File: config.mk
export PLATFORM = sky130hd
export DESIGN_NAME = ysyx_25030093_mem_arbiter
export DESIGN_NICKNAME = d
export VERILOG_FILES = /design/src/rtl/ysyx_25030093_mem_arbiter.sv
export SDC_FILE = /design/constraint.sdc
export NUM_CORES = 1
export LEC_CHECK = 0
export BUFFER_PORTS_ARGS = -buffer_cell sky130_fd_sc_hd__buf_2
export CORE_AREA = 2 2 109 111
export DETAILED_ROUTE_END_ITERATION = 12
export DIE_AREA = 0 0 111 113
export HOLD_SLACK_MARGIN = 0.15
export PLACE_DENSITY = 0.67
export SLEW_MARGIN = 15
export SYNTH_ARGS = -nofsm -noshare
export SYNTH_HDL_FRONTEND = slang
export SYNTH_SLANG_ARGS = --single-unit
File: constraint.sdc
create_clock -name clock -period 3.5 [get_ports clock]
set_clock_uncertainty 0.15 [all_clocks]
set_input_delay 0.525 -clock clock [delete_from_list [all_inputs] [get_ports clock]]
set_output_delay 0.525 -clock clock [all_outputs]
set_load 0.01 [all_outputs]
File: src/rtl/ysyx_25030093_mem_arbiter.sv
// Two-master (IFU/LSU) arbiter onto one memory port, one transaction outstanding.
// Define YSYX_25030093_ARB_RR_EN for round-robin tie-breaking; fixed LSU priority otherwise.
module ysyx_25030093_mem_arbiter #(
   parameter int ADDR_W = 32
) (
   input  logic              clock,
   input  logic              reset,
   input  logic              ifu_req_valid,
   output logic              ifu_req_ready,
   input  logic [ADDR_W-1:0] ifu_addr,
   output logic              ifu_resp_valid,
   input  logic              ifu_resp_ready,
   output logic [31:0]       ifu_rdata,
   input  logic              lsu_req_valid,
   output logic              lsu_req_ready,
   input  logic [ADDR_W-1:0] lsu_addr,
   input  logic              lsu_wen,
   input  logic [31:0]       lsu_wdata,
   input  logic [3:0]        lsu_wmask,
   output logic              lsu_resp_valid,
   input  logic              lsu_resp_ready,
   output logic [31:0]       lsu_rdata,
   output logic              mem_req_valid,
   input  logic              mem_req_ready,
   output logic [ADDR_W-1:0] mem_addr,
   output logic              mem_wen,
   output logic [31:0]       mem_wdata,
   output logic [3:0]        mem_wmask,
   input  logic              mem_resp_valid,
   output logic              mem_resp_ready,
   input  logic [31:0]       mem_rdata
);

   typedef enum logic [1:0] {S_IDLE, S_REQ, S_RESP} state_e;

   state_e            state_q, state_d;
   logic              win_lsu_q, win_lsu_d;
   logic [ADDR_W-1:0] addr_q, addr_d;
   logic              wen_q, wen_d;
   logic [31:0]       wdata_q, wdata_d;
   logic [3:0]        wmask_q, wmask_d;
   logic              prio_lsu;
   logic              grant_lsu, grant_ifu;
   logic              resp_rdy;

`ifdef YSYX_25030093_ARB_RR_EN
   logic last_lsu_q, last_lsu_d;
   // Tie goes to whoever was not granted last; resets to "LSU last" so IFU wins first.
   assign prio_lsu = ~last_lsu_q;
`else
   assign prio_lsu = 1'b1;
`endif

   // Grant depends only on request valids and the pointer, never on memory handshakes.
   assign grant_lsu = lsu_req_valid & (~ifu_req_valid | prio_lsu);
   assign grant_ifu = ifu_req_valid & ~grant_lsu;

   assign mem_addr  = addr_q;
   assign mem_wen   = wen_q;
   assign mem_wdata = wdata_q;
   assign mem_wmask = wmask_q;

   always_comb begin
      state_d        = state_q;
      win_lsu_d      = win_lsu_q;
      addr_d         = addr_q;
      wen_d          = wen_q;
      wdata_d        = wdata_q;
      wmask_d        = wmask_q;
`ifdef YSYX_25030093_ARB_RR_EN
      last_lsu_d     = last_lsu_q;
`endif
      ifu_req_ready  = 1'b0;
      lsu_req_ready  = 1'b0;
      ifu_resp_valid = 1'b0;
      lsu_resp_valid = 1'b0;
      ifu_rdata      = 32'h0;
      lsu_rdata      = 32'h0;
      mem_req_valid  = 1'b0;
      mem_resp_ready = 1'b0;
      resp_rdy       = win_lsu_q ? lsu_resp_ready : ifu_resp_ready;
      case (state_q)
         S_IDLE: begin
            ifu_req_ready = grant_ifu & ~reset;
            lsu_req_ready = grant_lsu & ~reset;
            if (grant_lsu) begin
               state_d   = S_REQ;
               win_lsu_d = 1'b1;
               addr_d    = lsu_addr;
               wen_d     = lsu_wen;
               wdata_d   = lsu_wdata;
               wmask_d   = lsu_wmask;
`ifdef YSYX_25030093_ARB_RR_EN
               last_lsu_d = 1'b1;
`endif
            end else if (grant_ifu) begin
               state_d   = S_REQ;
               win_lsu_d = 1'b0;
               addr_d    = ifu_addr;
               wen_d     = 1'b0;
               wdata_d   = 32'h0;
               wmask_d   = 4'h0;
`ifdef YSYX_25030093_ARB_RR_EN
               last_lsu_d = 1'b0;
`endif
            end
         end
         S_REQ: begin
            mem_req_valid = 1'b1;
            if (mem_req_ready) state_d = S_RESP;
         end
         S_RESP: begin
            mem_resp_ready = resp_rdy;
            if (win_lsu_q) begin
               lsu_resp_valid = mem_resp_valid;
               lsu_rdata      = mem_rdata;
            end else begin
               ifu_resp_valid = mem_resp_valid;
               ifu_rdata      = mem_rdata;
            end
            if (mem_resp_valid && resp_rdy) state_d = S_IDLE;
         end
         default: state_d = S_IDLE;
      endcase
   end

   always_ff @(posedge clock or posedge reset) begin
      if (reset) begin
         state_q   <= S_IDLE;
         win_lsu_q <= 1'b0;
         addr_q    <= '0;
         wen_q     <= 1'b0;
         wdata_q   <= 32'h0;
         wmask_q   <= 4'h0;
`ifdef YSYX_25030093_ARB_RR_EN
         last_lsu_q <= 1'b1;
`endif
      end else begin
         state_q   <= state_d;
         win_lsu_q <= win_lsu_d;
         addr_q    <= addr_d;
         wen_q     <= wen_d;
         wdata_q   <= wdata_d;
         wmask_q   <= wmask_d;
`ifdef YSYX_25030093_ARB_RR_EN
         last_lsu_q <= last_lsu_d;
`endif
      end
   end

endmodule

==> Yosys cells after proc, flatten, opt, wreduce, memory -nomap -nowiden <==
Cells that the tools add are included.
{ "word_totals": {"register_bits": 72, "output_inout_bits": 139, "word_cells": 48} }
{ "classes": {"n_eq_ne": 5, "muxes": 27, "n_bitwise": 5, "n_reduce_logical": 5} }
{ "op_table": {"columns": ["op", "n"], "rows": [
  ["$mux W32", 8],
  ["$mux W1", 12],
  ["$mux W2", 4],
  ["$mux W4", 2],
  ["$pmux W2 S3", 1],
  ["$ne A2 B2 Y1 const B", 2],
  ["$and A1 B1 Y1", 3],
  ["$ne A3 B3 Y1 const B", 1],
  ["$reduce_and A3 Y1", 1],
  ["$eq A2 B1 Y1 const B", 1],
  ["$eq A2 B2 Y1 const B", 1],
  ["$logic_not A2 Y1", 1],
  ["$not A1 Y1", 2],
  ["$reduce_and A2 Y1", 1],
  ["$reduce_bool A2 Y1", 1],
  ["$logic_and A1 B1 Y1", 1]
]} }

==> Longest topological paths before layout <==
{ "depth": {"depth_word": 5, "ltp_mapped": 5, "mapped_depth_nobuf": 3} }

==> Worst setup path before layout <==
OpenSTA, ideal clock, no wires.
{ "synth_path": {"kind": "input -> output", "from": "input reset", "to": "output lsu_req_ready", "t_arrival_ps": 2430, "t_required_ps": 2825, "setup_slack_ps": 395, "cell_stages": 2, "path_buffers": 0, "cell_sequence": "inv_1 and3_1"} }
{ "synth_via": {"elab_chain_len": 3} }
{ "synth_lines": {"columns": ["item", "line_no", "source"], "rows": [
  ["start: declaration", "7", "input logic reset,"],
  ["$not A1 Y1", "85", "lsu_req_ready = grant_lsu & ~reset;"],
  ["$and A1 B1 Y1", "85", null],
  ["$mux W1", "82", "case (state_q)"],
  ["end: declaration", "15", "output logic lsu_req_ready,"]
]} }
Every way passes these cells.

==> Worst setup path after layout <==
{ "layout_path": {"from": "register state_q[0]", "to": "output ifu_rdata[12]"} }
{ "layout_via": {"elab_chain_len": 2} }
{ "layout_lines": {"columns": ["item", "line_no", "source"], "rows": [
  ["start: declaration", "36", "state_e state_q, state_d;"],
  ["start signal: assignment", "139", "state_q <= state_d;"],
  ["$eq A2 B2 Y1", "82", null],
  ["$mux W32", "82", null],
  ["end: declaration", "13", "output logic [31:0] ifu_rdata,"]
]} }
Every way passes these cells.

==> metrics.yaml <==
startpoint_type: "register"
first_pass_iters: 4
cts_htree_levels: 3
hold_depth: 2
power.switching_w: 0.001418
worstHoldStart: "mem_req_ready"
synthesis.nets: 420
finalWirelength_um: 11090
initial_utilization: 0.3120
max_cap_violations: 0
crit_family: "simple AND/OR/NAND/NOR gates"
route.detailed.vias_per_inst: 4.606
min_delay_worst_endpoint: "state_q[0]"
register_area_sq_mm: 0.001802
number_of_cells_produced_by_synthesis: 279
crit_path_kind: "register to primary output"
gr-usage-met3: 0.05517
totalNegativeSetupSlack_ns: 0
count_of_buffers_from_port_buffering: 279
clkPwrFrac: 0.224
fin_worst_hold_slack_ns: 0.2495
pwr-share-seq: 0.355
clkLatencyLatePin_ns: 0.32
grt_busiest_layer: "met2"
grt.met1_usage: 0.1836
synth_area_sq_mm: 0.003517
worst-r2r-cell-count: 4
synthDistinctLibCells: 23
setup_violations: 0
min_period_over_period: 0.6564
worst-path-buf-inv: 2
async_sr_flop_fraction: 1.000
cts_hold_buf: 0
ir_worst_vdd_mv: 0.3959
rsz0062_at_grt: "no"
dr.first_iter.drc_count: 90
horiz_die_dim_um: 111
vias_in_the_first_global_route: 3344
synth_top_cell_area_share: 0.5123
timing.critical_path.slowest_cell_delay_ns: 0.41
intPower_w: 0.002640
endpoint_kind: "primary output"
maxSlewHeadroom: 0.3987
crit_chain: "nand2b_1, nor2_1, buf_4, and2_1, buf_2"
globalRoute.totalOverflow: 0
power.share.combinational: 0.421
route.detailed.drc: 0
cp_max_fo: 33
post_synth_most_frequent_cells: "sky130_fd_sc_hd__dfrtp_1 (72), sky130_fd_sc_hd__and2_1 (67), sky130_fd_sc_hd__mux2_2 (54), sky130_fd_sc_hd__a22o_1 (37), sky130_fd_sc_hd__mux2_1 (10)"
grt_antenna_before_repair: 2
multi_input_area_sq_mm: 0.001568
synth_edf_count: 0
fillers: 1058
grt_start_max_net_pins: 73
ys_dominant_reg_cell: "sky130_fd_sc_hd__dfrtp_1"
layout-area-overhead-vs-synth_pct: 51.12
cts_max_path_buffers: 2
critPathSlowestCell: "sky130_fd_sc_hd__dfrtp_1"
run_status: "finished, final reports clean"
synth.area.top_cells: "sky130_fd_sc_hd__dfrtp_1 (51%), sky130_fd_sc_hd__mux2_2 (17%), sky130_fd_sc_hd__and2_1 (12%), sky130_fd_sc_hd__a22o_1 (9.2%), sky130_fd_sc_hd__mux2_1 (3.2%)"
clk_pin_slew_worst_paths_ns: 0.05
ff2ff_setup_slack_ns: 1.61
cts_repair_resize_count: 0
timing.fmax_mhz: 435.3
post_route_cells_drive_above_1_share: 0.6386
num-nets-final: 695
sw_frac_of_total: 0.3495
detailroute.via_count: 3238
clock_period_minus_worst_slack_ns: 2.297
root_buffer_cell: "sky130_fd_sc_hd__clkbuf_16"
r2r_end: "mem_addr[22]"
fp.coreArea_sq_mm: 0.01127
synth.ff_latch_count: 72
wire_per_inst_um: 15.78
cts_sinks: 72
worst_reg2reg_path_startpoint: "state_q[1]"
worstHoldPathType: "input pin to register"
number_of_primary_i_o_pins: 280
met2_usage: 0.3260
cts_tree: "yes"
most_frequently_used_cell_type_in_the_post_synthesis_netlist: "sky130_fd_sc_hd__dfrtp_1"
synth-seq-area-share: 0.5123
die_height_um: 113
grt_usage: 0.1752
synth_area_leader_cell: "sky130_fd_sc_hd__dfrtp_1"
num_rows: 39
synthesis.area_per_instance_sq_um: 12.61
final-hold-violation-count: 0
power.static_leakage_nw: 2.963
crit_required_ns: 2.82
setup_bufs_post_cts: 0
drtAntennaViolNets: 0
first_pass_grt_wire_length_um: 17220
power_per_cell_area_mw_per_mm2: 763.6
design.die.area_sq_mm: 0.01254
cts_made_buffers: 9
gpl.final_weighted_congestion: 0.8305
ys.warnings.count: 0
max_slew_vio_count: 0
tightest_slew_ns: 0.9019
worst_ep_arrival_time_ns: 1.62
==> area by class of cell <==
class,count,share of cell area
Sequential cell,72,0.3390
Multi-Input combinational cell,183,0.2950
Timing Repair Buffer,285,0.2735
Clock buffer,11,0.04567
Tap cell,143,0.03366
Clock inverter,5,0.01059
Inverter,3,0.002119
Antenna cell,1,0.0004708
==> placed cells by master, fill, tap and decap left out, drive strengths merged <==
cell	count
buf	285
dfrtp	72
and2	67
mux2	64
a22o	37
clkbuf	11
nor2	4
inv	3
clkinv	3
nand2b	2
o21ai	2
diode	1
mux2i	1
and3	1
nand2	1
nor3	1
a21o	1
nor2b	1
o2bb2ai	1
clkinvlp	1
bufinv	1
==> routing by layer <==
metal,share of wire,wire length (um),vias up
met2,0.52,5802,173
met4,0.019,209,2
met3,0.096,1070,15
met5,0.0012,13,-
met1,0.36,3998,1528
li1,-,-,1520
==> how the worst max path moves through the flow <==
stage                  startpoint             to  slack, ns  cells after the start
floorplan                   reset  lsu_req_ready       0.40                      2
global placement    lsu_req_valid   mem_addr[19]       1.24                      4
detailed placement  lsu_req_valid   mem_addr[16]       1.19                      4
CTS                    state_q[0]  ifu_rdata[12]       1.17                      5
global route           state_q[0]  lsu_rdata[16]       1.05                      5
finish                 state_q[0]  ifu_rdata[12]       1.20                      5
==> flip-flops by register name, summed over array words and instances, names as in the netlist <==
name / cells
mem_wmask: 4
state_q: 2
mem_wen: 1
mem_wdata: 32
mem_addr: 32
win_lsu_q: 1
==> power groups by stage <==
stage	registers, W	clock network [W]	logic (W)
floorplan	0.00160	0	0.000863
global placement	0.00144	0	0.00169
detailed placement	0.00144	0	0.00174
CTS	0.00145	0.000931	0.00174
global route	0.00149	0.000961	0.00186
finish	0.00144	0.000909	0.00171
==> through the flow <==
stage / setup slack [ns] / util / std cells / area, sq um / total power (W)
2_1_floorplan: 0.3953 / - / 279 / 3517 / 0.002463
3_3_place_gp: 1.244 / 0.4448 / 686 / 5014 / 0.003132
3_5_place_dp: 1.193 / 0.4448 / 686 / 5014 / 0.003185
4_1_cts: 1.170 / 0.4713 / 702 / 5313 / 0.004117
5_1_grt: 1.048 / 0.4713 / 702 / 5313 / 0.004310
6_report: 1.203 / 0.4715 / 703 / 5315 / 0.004059
==> kinds of logic after synthesis <==
family	Yosys count	share of synthesized area
AOI/OAI and AO/OA	41	0.1028
muxes	65	0.2078
and+or+nand+nor	77	0.1352
buffers and inverters	24	0.04197
DFF	72	0.5123
==> worst register-to-register path, delay by kind of cell (launching register included) <==
family          cells  cell delay, ns
mux                 1            0.46
compound gates      1            0.06
buf+inv             1            0.64
simple gates        1            0.08
flops               1            0.39
No activity file was read; power rests on OpenSTA's default activity.
